## config.mk

```make
export PLATFORM = sky130hd
export DESIGN_NAME = seq_gen_001_flat
export DESIGN_NICKNAME = d
export VERILOG_FILES = /design/src/rtl/seq_gen_001_if.sv /design/src/rtl/seq_gen_001.sv /design/src/flat_wrapper.sv
export SDC_FILE = /design/constraint.sdc
export NUM_CORES = 1
export LEC_CHECK = 0
export ABC_AREA = 1
export CAP_MARGIN = 25
export CORE_MARGIN = 2
export CORE_UTILIZATION = 40
export DETAILED_ROUTE_END_ITERATION = 6
export PLACE_DENSITY_LB_ADDON = 0.08
export SYNTH_ARGS = -nofsm -noshare
export SYNTH_HDL_FRONTEND = slang
export SYNTH_SLANG_ARGS = --single-unit
```

## constraint.sdc

```tcl
create_clock -name clk -period 1.6 [get_ports clk]
set_input_delay 0.16 -clock clk [delete_from_list [all_inputs] [get_ports clk]]
set_output_delay 0.16 -clock clk [all_outputs]
set_load 0.01 [all_outputs]
```

## src/rtl/seq_gen_001_if.sv

```systemverilog
// Frame-request / serial-line bundle for the "001" marker transmitter.
// The requester (master) drives start/din; the transmitter (slave) drives the rest.
interface seq_gen_001_if #(
    parameter int DATA_W = 8
);
    logic              start;
    logic [DATA_W-1:0] din;
    logic              ready;
    logic              busy;
    logic              dout;
    logic              done;

    modport master (output start, output din, input ready, input busy, input dout, input done);
    modport slave  (input start, input din, output ready, output busy, output dout, output done);
endinterface

```

## src/rtl/seq_gen_001.sv

```systemverilog
// Serial frame transmitter: marker 0,0,1 then DATA_W payload bits MSB first,
// with an optional '1' stuffed after every payload '0'. Idle line is 1.
module seq_gen_001 #(
    parameter int DATA_W   = 8,
    parameter bit STUFF_EN = 1'b1
) (
    input  logic           clk,
    input  logic           rst,
    seq_gen_001_if.slave   bus
);
    localparam int              CNT_W    = (DATA_W > 1) ? $clog2(DATA_W) : 1;
    localparam logic [CNT_W-1:0] CNT_INIT = CNT_W'(DATA_W - 1);

    typedef enum logic [1:0] {IDLE, MARK, DATA, STUFF} state_t;

    // state_q names the bit currently on the line; dout_d is the bit for state_d.
    state_t            state_q, state_d;
    logic [DATA_W-1:0] sh_q, sh_d;
    logic [DATA_W-1:0] sh_next;
    logic [CNT_W-1:0]  cnt_q, cnt_d;
    logic [1:0]        idx_q, idx_d;
    logic              dout_q, dout_d;
    logic              busy_q, busy_d;
    logic              done_q, done_d;

    assign sh_next = sh_q << 1;

    always_comb begin
        state_d = state_q;
        sh_d    = sh_q;
        cnt_d   = cnt_q;
        idx_d   = idx_q;
        dout_d  = dout_q;
        done_d  = 1'b0;
        case (state_q)
            IDLE: begin
                dout_d = 1'b1;
                if (bus.start) begin
                    sh_d    = bus.din;
                    idx_d   = 2'd0;
                    state_d = MARK;
                    dout_d  = 1'b0;
                end
            end
            MARK: begin
                if (idx_q == 2'd2) begin
                    state_d = DATA;
                    cnt_d   = CNT_INIT;
                    idx_d   = 2'd0;
                    dout_d  = sh_q[DATA_W-1];
                end else begin
                    idx_d  = idx_q + 2'd1;
                    dout_d = (idx_q == 2'd1);
                end
            end
            DATA: begin
                sh_d = sh_next;
                // The counter is held across a stuff bit so STUFF still knows whether it was last.
                if (!sh_q[DATA_W-1] && STUFF_EN) begin
                    state_d = STUFF;
                    dout_d  = 1'b1;
                end else if (cnt_q == '0) begin
                    state_d = IDLE;
                    dout_d  = 1'b1;
                    done_d  = 1'b1;
                end else begin
                    cnt_d  = cnt_q - 1'b1;
                    dout_d = sh_next[DATA_W-1];
                end
            end
            STUFF: begin
                if (cnt_q == '0) begin
                    state_d = IDLE;
                    dout_d  = 1'b1;
                    done_d  = 1'b1;
                end else begin
                    state_d = DATA;
                    cnt_d   = cnt_q - 1'b1;
                    dout_d  = sh_q[DATA_W-1];
                end
            end
            default: begin
                state_d = IDLE;
                dout_d  = 1'b1;
            end
        endcase
        busy_d = (state_d != IDLE);
    end

    always_ff @(posedge clk) begin
        if (rst) begin
            state_q <= IDLE;
            sh_q    <= '0;
            cnt_q   <= '0;
            idx_q   <= 2'd0;
            dout_q  <= 1'b1;
            busy_q  <= 1'b0;
            done_q  <= 1'b0;
        end else begin
            state_q <= state_d;
            sh_q    <= sh_d;
            cnt_q   <= cnt_d;
            idx_q   <= idx_d;
            dout_q  <= dout_d;
            busy_q  <= busy_d;
            done_q  <= done_d;
        end
    end

    assign bus.dout  = dout_q;
    assign bus.busy  = busy_q;
    assign bus.done  = done_q;
    assign bus.ready = ~busy_q;
endmodule
```

## src/flat_wrapper.sv

```systemverilog
// flat-port wrapper written by rule: the top's interface ports become plain ports
module seq_gen_001_flat 
#(
    parameter int DATA_W   = 8,
    parameter bit STUFF_EN = 1'b1
)
  (clk, rst, bus_start, bus_din, bus_ready, bus_busy, bus_dout, bus_done);
  seq_gen_001_if #(.DATA_W(DATA_W)) bus_i ();
  input  logic clk;
  input  logic rst;
  input wire logic [$bits(bus_i.start)-1:0] bus_start;
  input wire logic [$bits(bus_i.din)-1:0] bus_din;
  output wire logic [$bits(bus_i.ready)-1:0] bus_ready;
  output wire logic [$bits(bus_i.busy)-1:0] bus_busy;
  output wire logic [$bits(bus_i.dout)-1:0] bus_dout;
  output wire logic [$bits(bus_i.done)-1:0] bus_done;
  assign bus_i.start = bus_start;
  assign bus_i.din = bus_din;
  assign bus_ready = bus_i.ready;
  assign bus_busy = bus_i.busy;
  assign bus_dout = bus_i.dout;
  assign bus_done = bus_i.done;
  seq_gen_001 #(.DATA_W(DATA_W), .STUFF_EN(STUFF_EN)) u_core (.clk(clk), .rst(rst), .bus(bus_i));
endmodule
```

* Word-level counts from Yosys, hierarchy flattened
Cells that the tools add are included.
Word-level totals: flip-flop bits (word level) 18, input bits 11, word-level logic and storage cells 51
Cells by class: add/sub/neg operators 2, equality and inequality tests 8, mux-type cells 24, bitwise gates (word level) 1, reductions and logical operators 9
Operators with widths (count):
- $pmux 8 s2 | 1
- $mux 2 | 7
- $mux 3 | 3
- $pmux 3 s3 | 1
- $mux 8 | 1
- $pmux 2 s4 | 1
- $mux 1 | 7
- $eq 2x2->1 const B | 3
- $reduce_bool 2->1 | 3
- $eq 2x1->1 const B | 2
- $ne 2x1->1 const B | 2
- $pmux 1 s4 | 1
- $pmux 2 s2 | 1
- $reduce_and 2->1 | 2
- $logic_not 3->1 | 1
- $reduce_and 3->1 | 1
- $reduce_bool 3->1 | 1
- $sub 3x1->3 const B | 1
- $add 2x1->2 const B | 1
- $logic_not 2->1 | 1
- $ne 2x2->1 const B | 1
- $pmux 1 s2 | 1
- $not 1->1 | 1

* Logic depth before layout (Yosys ltp)
word-level depth 5, gate-level depth with buffers 8, gate-level depth less buffers 8

* Worst setup path before layout
OpenSTA, ideal clock, no wires.
path kind register -> register, start register u_core.cnt_q[0], end register u_core.dout_q, in the netlist u_core.bus.dout, arrival 1.020 ns, required time 1.478 ns, slack 0.457 ns, cell stages (with the launch flop) 9, path buffers 0, clock period less this slack 1.143 ns, cell sequence dfxtp_1 inv_1 ha_1 nand3_1 inv_1 nor2_1 nand3_1 nand2_1 nand2_1
Between the ends: cells in the longest elaborated chain, start to end 4, elaborated cells on any way between the ends 5, classes of those cells mux (4); reduce/logical (1)
Ends and longest elaborated chain:
- from (decl) | RTL line seq_gen_001.sv:20 | logic [CNT_W-1:0] cnt_q, cnt_d;
- from (signal assigned) | RTL line seq_gen_001.sv:102 | cnt_q <= cnt_d;
- $logic_not 3->1 (*) | RTL line seq_gen_001.sv:62, seq_gen_001.sv:72
- $mux 1 | RTL line seq_gen_001.sv:62 | end else if (cnt_q == '0) begin
- $mux 1 | RTL line seq_gen_001.sv:59 | if (!sh_q[DATA_W-1] && STUFF_EN) begin
- $pmux 1 s4 (*) | RTL line seq_gen_001.sv:35 | case (state_q)
- to (signal assigned) | RTL line seq_gen_001.sv:104 | dout_q <= dout_d;
- to (decl) | RTL line seq_gen_001.sv:22 | logic dout_q, dout_d;
Mark *: on every way between the ends. The rest lies on a longest branch, timed or not. A chain may end at the register's enable or synchronous reset.

* Worst setup path in the final report
start register u_core.busy_q, in the netlist u_core.bus.busy, end output port bus_ready
Between the ends: cells in the longest elaborated chain, start to end 1
Ends and longest elaborated chain:
- from (decl) | RTL line seq_gen_001.sv:23 | logic busy_q, busy_d;
- from (signal assigned) | RTL line seq_gen_001.sv:105 | busy_q <= busy_d;
- $not 1->1 | RTL line seq_gen_001.sv:113 | assign bus.ready = ~busy_q;
- to (decl) | RTL line flat_wrapper.sv:13 | output wire logic [$bits(bus_i.ready)-1:0] bus_ready;
Every way passes these cells.

==> results <==
- The kind of start point of the critical path is a register.
- The class of the worst hold path is primary input to register.
- The congestion estimate from routability-driven global placement came to 0.8438.
- The peak per-stage delay on the critical path is 520 ps.
- The synthesized netlist net count is 151.
- The residual DRC count is 0.
- The number of antenna violations at the first check in global routing is 0.
- The highest clock frequency the design can meet is 747.1 MHz.
- Counting I/O delays and the setup requirement, the final critical path takes 1338 ps.
- The number of buffers on the longest clock path is 2.
- The die covers 0.002743 sq mm.
- For the pin with the worst max-slew slack, the measured transition is 358.2 ps.
- The count of hold buffers inserted by post-cts repair is 0.
- Yosys printed 0 warnings.
- The HPWL after detailed placement is 1.361 mm.
- The critical path is of the register to output pin type.
- The final setup violation count is 0.
- The critical path data arrival time is 1180 ps.
- Headroom to the max-slew limit came out at 0.7609.
- For this design, the sink count on the clock tree is 18.
- Data on the critical path is required at its endpoint by 1440 ps.
- The number of flip-flops and latches in the synthesized netlist is 18.
- The overall power of the completed layout is 1.044 mW.
- The cell at the slowest stage of the critical path is sky130_fd_sc_hd__clkdlybuf4s50_1.
- From left edge to right edge, the die measures 52.37 um.
- The number of cells upsized or downsized after cts is 0.
- The initial cell density of the core is 0.4231.
- The family with the most delay on the worst path is buffers and inverters.
- The area taken by flip-flops and latches is 360.3 sq um.
- After the last flow step, the layout net total stands at 169.
- Across the VDD grid, the largest voltage drop is 0.5434 mV.
- In this run the worst path has a maximum fanout of 2.
- The global-route wire length before repair is 3.256 mm.
- The worst clock skew is 4.660 ps.
- After the first detailed-routing iteration, the DRC count stood at 16.
- The post-synthesis to final-layout area growth is 21.39%.
- Once detail routing completed, the nets flagged for antenna violations numbered 0.
- In this run the vertical extent of the chip is 52.37 um.
- In the final routed layout, each cell accounts on average for 9.902 um.
- The flow ran to the end, and the final reports show no timing, DRC or antenna violations.
- The setup fix buffers added after clock tree synthesis is 0.
- In this run the core area contains 17 standard-cell rows.
- The number of CTS-inserted buffers is 3.
- The area of the core is 0.002212 sq mm.
- Entering global routing, the biggest net connects 13 pins.
- The proportion of layout cells with a drive suffix above 1 is 0.1226.
- The critical path goes through inv_1, clkdlybuf4s50_1.
- The final-report hold violation count is 0.
- The final critical-path setup slack is 261.5 ps.
- The via count of the first global-routing pass came to 798.
- The post-synthesis average cell area is 6.782 sq um.
- Setup repair after global routing left no endpoint under its margin.
- Summing all multi-input logic gate instances after layout gives 490.5 sq um.
- Dividing the detail-routed via count by the number of cells gives 4.699.
- On the final layout, the worst hold slack is 455.0 ps.
- In this run the count of I/O pins placed on the die edge is 15.
- The power density over the cells is 918.6 mW/mm^2.
- The worst setup path is captured at an output pin.
- Buffers placed on the I/O ports in this run total 14.
- The fill cell total of the finished layout is 238.
- The cell count after synthesis came out at 138.
- In the global route stage, overall resource usage came out at 0.1612.
- The total inserted antenna cells is 0.
- Of the synthesized area, sequential elements account for 0.3850.
- Together, buffers and inverters on the worst path number 2.
- At the placement stage, the worst setup path has a slack of 278.3 ps.
- The total iterations of the first detailed-routing run is 4.
- After clock tree synthesis, the clock-pin slew on the worst setup and hold paths is 110 ps.
- In the final timing run, aggregate negative setup slack is 0 ps.
- The fraction of the cycle the final worst path needs is 0.8365.
- The routed layout has 860 vias.
- The root buffer selected by CTS is sky130_fd_sc_hd__clkbuf_4.
- The netlist uses 22 different library cells.
- TritonCTS built the clock tree.
- The final-report max-slew violation count is 0.
- The residual overflow from global routing is 0.
- The overall routed net length is 1.812 mm.
- The number of H-tree levels is 1.
- The cell area that synthesis handed to floorplanning was 935.9 sq um.
- The tool flagged a number of max-cap violations equal to 0.
- The total leakage power is 0.5198 nW.
- The clock latency reported for the late side of the worst-skew pair is 300 ps.
==> cell type report <==
cell class,instances,area share
inverter,15,0.05176
tap,28,0.03084
sequential,18,0.3172
timing repair buffer,16,0.1366
clock buffer,4,0.03194
multi-input combinational,102,0.4317
==> synthesized netlist by cell type, drive strengths merged <==
| library cell | n | area [sq um] |
|---|---|---|
| a21oi | 4 | 23.77 |
| a31oi | 2 | 12.51 |
| buf | 2 | 22.52 |
| clkbuf | 1 | 3.750 |
| dfxtp | 18 | 360.4 |
| ha | 2 | 25.02 |
| inv | 15 | 58.81 |
| nand2 | 45 | 191.4 |
| nand3 | 8 | 52.55 |
| nand4 | 1 | 6.260 |
| nor2 | 27 | 113.9 |
| nor3 | 1 | 5.000 |
| o21ai | 12 | 60.06 |
==> metrics by stage <==
stage | utilization | instance area (sq um) | cells
5_1_grt | 0.5136 | 1136 | 183
3_3_place_gp | 0.4972 | 1100 | 179
3_5_place_dp | 0.4972 | 1100 | 179
2_1_floorplan | - | 935.9 | 138
6_report | 0.5136 | 1136 | 183
4_1_cts | 0.5136 | 1136 | 183
==> flip-flops by register name, summed over array words and instances, names as in the netlist <==
name	cells
u_core.sh_q	8
u_core.bus.dout	1
u_core.bus.busy	1
u_core.cnt_q	3
u_core.bus.done	1
u_core.idx_q	2
u_core.state_q	2
==> worst register-to-register path, cell delays in order (launching register included) <==
cell                      delay, ps
sky130_fd_sc_hd__dfxtp_1        430
sky130_fd_sc_hd__nor2_2         230
sky130_fd_sc_hd__nand2_2        110
sky130_fd_sc_hd__nand2_2        140
sky130_fd_sc_hd__inv_2          100
sky130_fd_sc_hd__nor2_1         120
sky130_fd_sc_hd__nor2_1          50
==> power by group <==
group          leakage, nW  total, mW  switching [mW]  internal, mW
clock               0.0210      0.287           0.149         0.139
sequential           0.148      0.521          0.0290         0.492
combinational        0.350      0.235           0.132         0.103
==> cell usage in the layout, fill, tap and decap left out, drive strengths merged <==
cell type,n
dfxtp,18
clkbuf,4
nand2,45
o21ai,12
a21oi,4
buf,2
clkdlybuf4s50,14
nand3,8
inv,15
nor2,27
ha,2
nand4,1
a31oi,2
nor3,1
==> logic make-up (layout without fill, tap and decap cells) <==
| family | count (synthesis) | in the layout | share of synthesized area |
|---|---|---|---|
| adders and majority gates | 2 | 2 | 0.02673 |
| and+or+nand+nor | 82 | 82 | 0.3944 |
| buffers and inverters | 18 | 35 | 0.09091 |
| AOI/OAI and AO/OA | 18 | 18 | 0.1029 |
| DFF | 18 | 18 | 0.3850 |
==> path summary, 6_finish.rpt <==
| check | from | to | slack, ps | cells after the start |
|---|---|---|---|---|
| hold reg to reg | u_core.sh_q[0]$_SDFFE_PP0P_ | u_core.sh_q[0]$_SDFFE_PP0P_ | 480 | 2 |
| hold / removal | bus_din[0] | u_core.sh_q[0]$_SDFFE_PP0P_ | 450 | 3 |
| setup / recovery | u_core.bus.busy$_SDFF_PP0_ | bus_ready | 260 | 2 |
| setup reg to reg | u_core.state_q[1]$_SDFF_PP0_ | u_core.sh_q[6]$_SDFFE_PP0P_ | 310 | 6 |
==> routing by layer <==
metal,up-vias,share of wire,track usage
met5,-,0,0
met4,0,0.020,0.07692
met3,5,0.033,0.02857
met2,15,0.43,0.2604
met1,376,0.52,0.2060
li1,464,-,-
(Power assumes the default switching activity.)
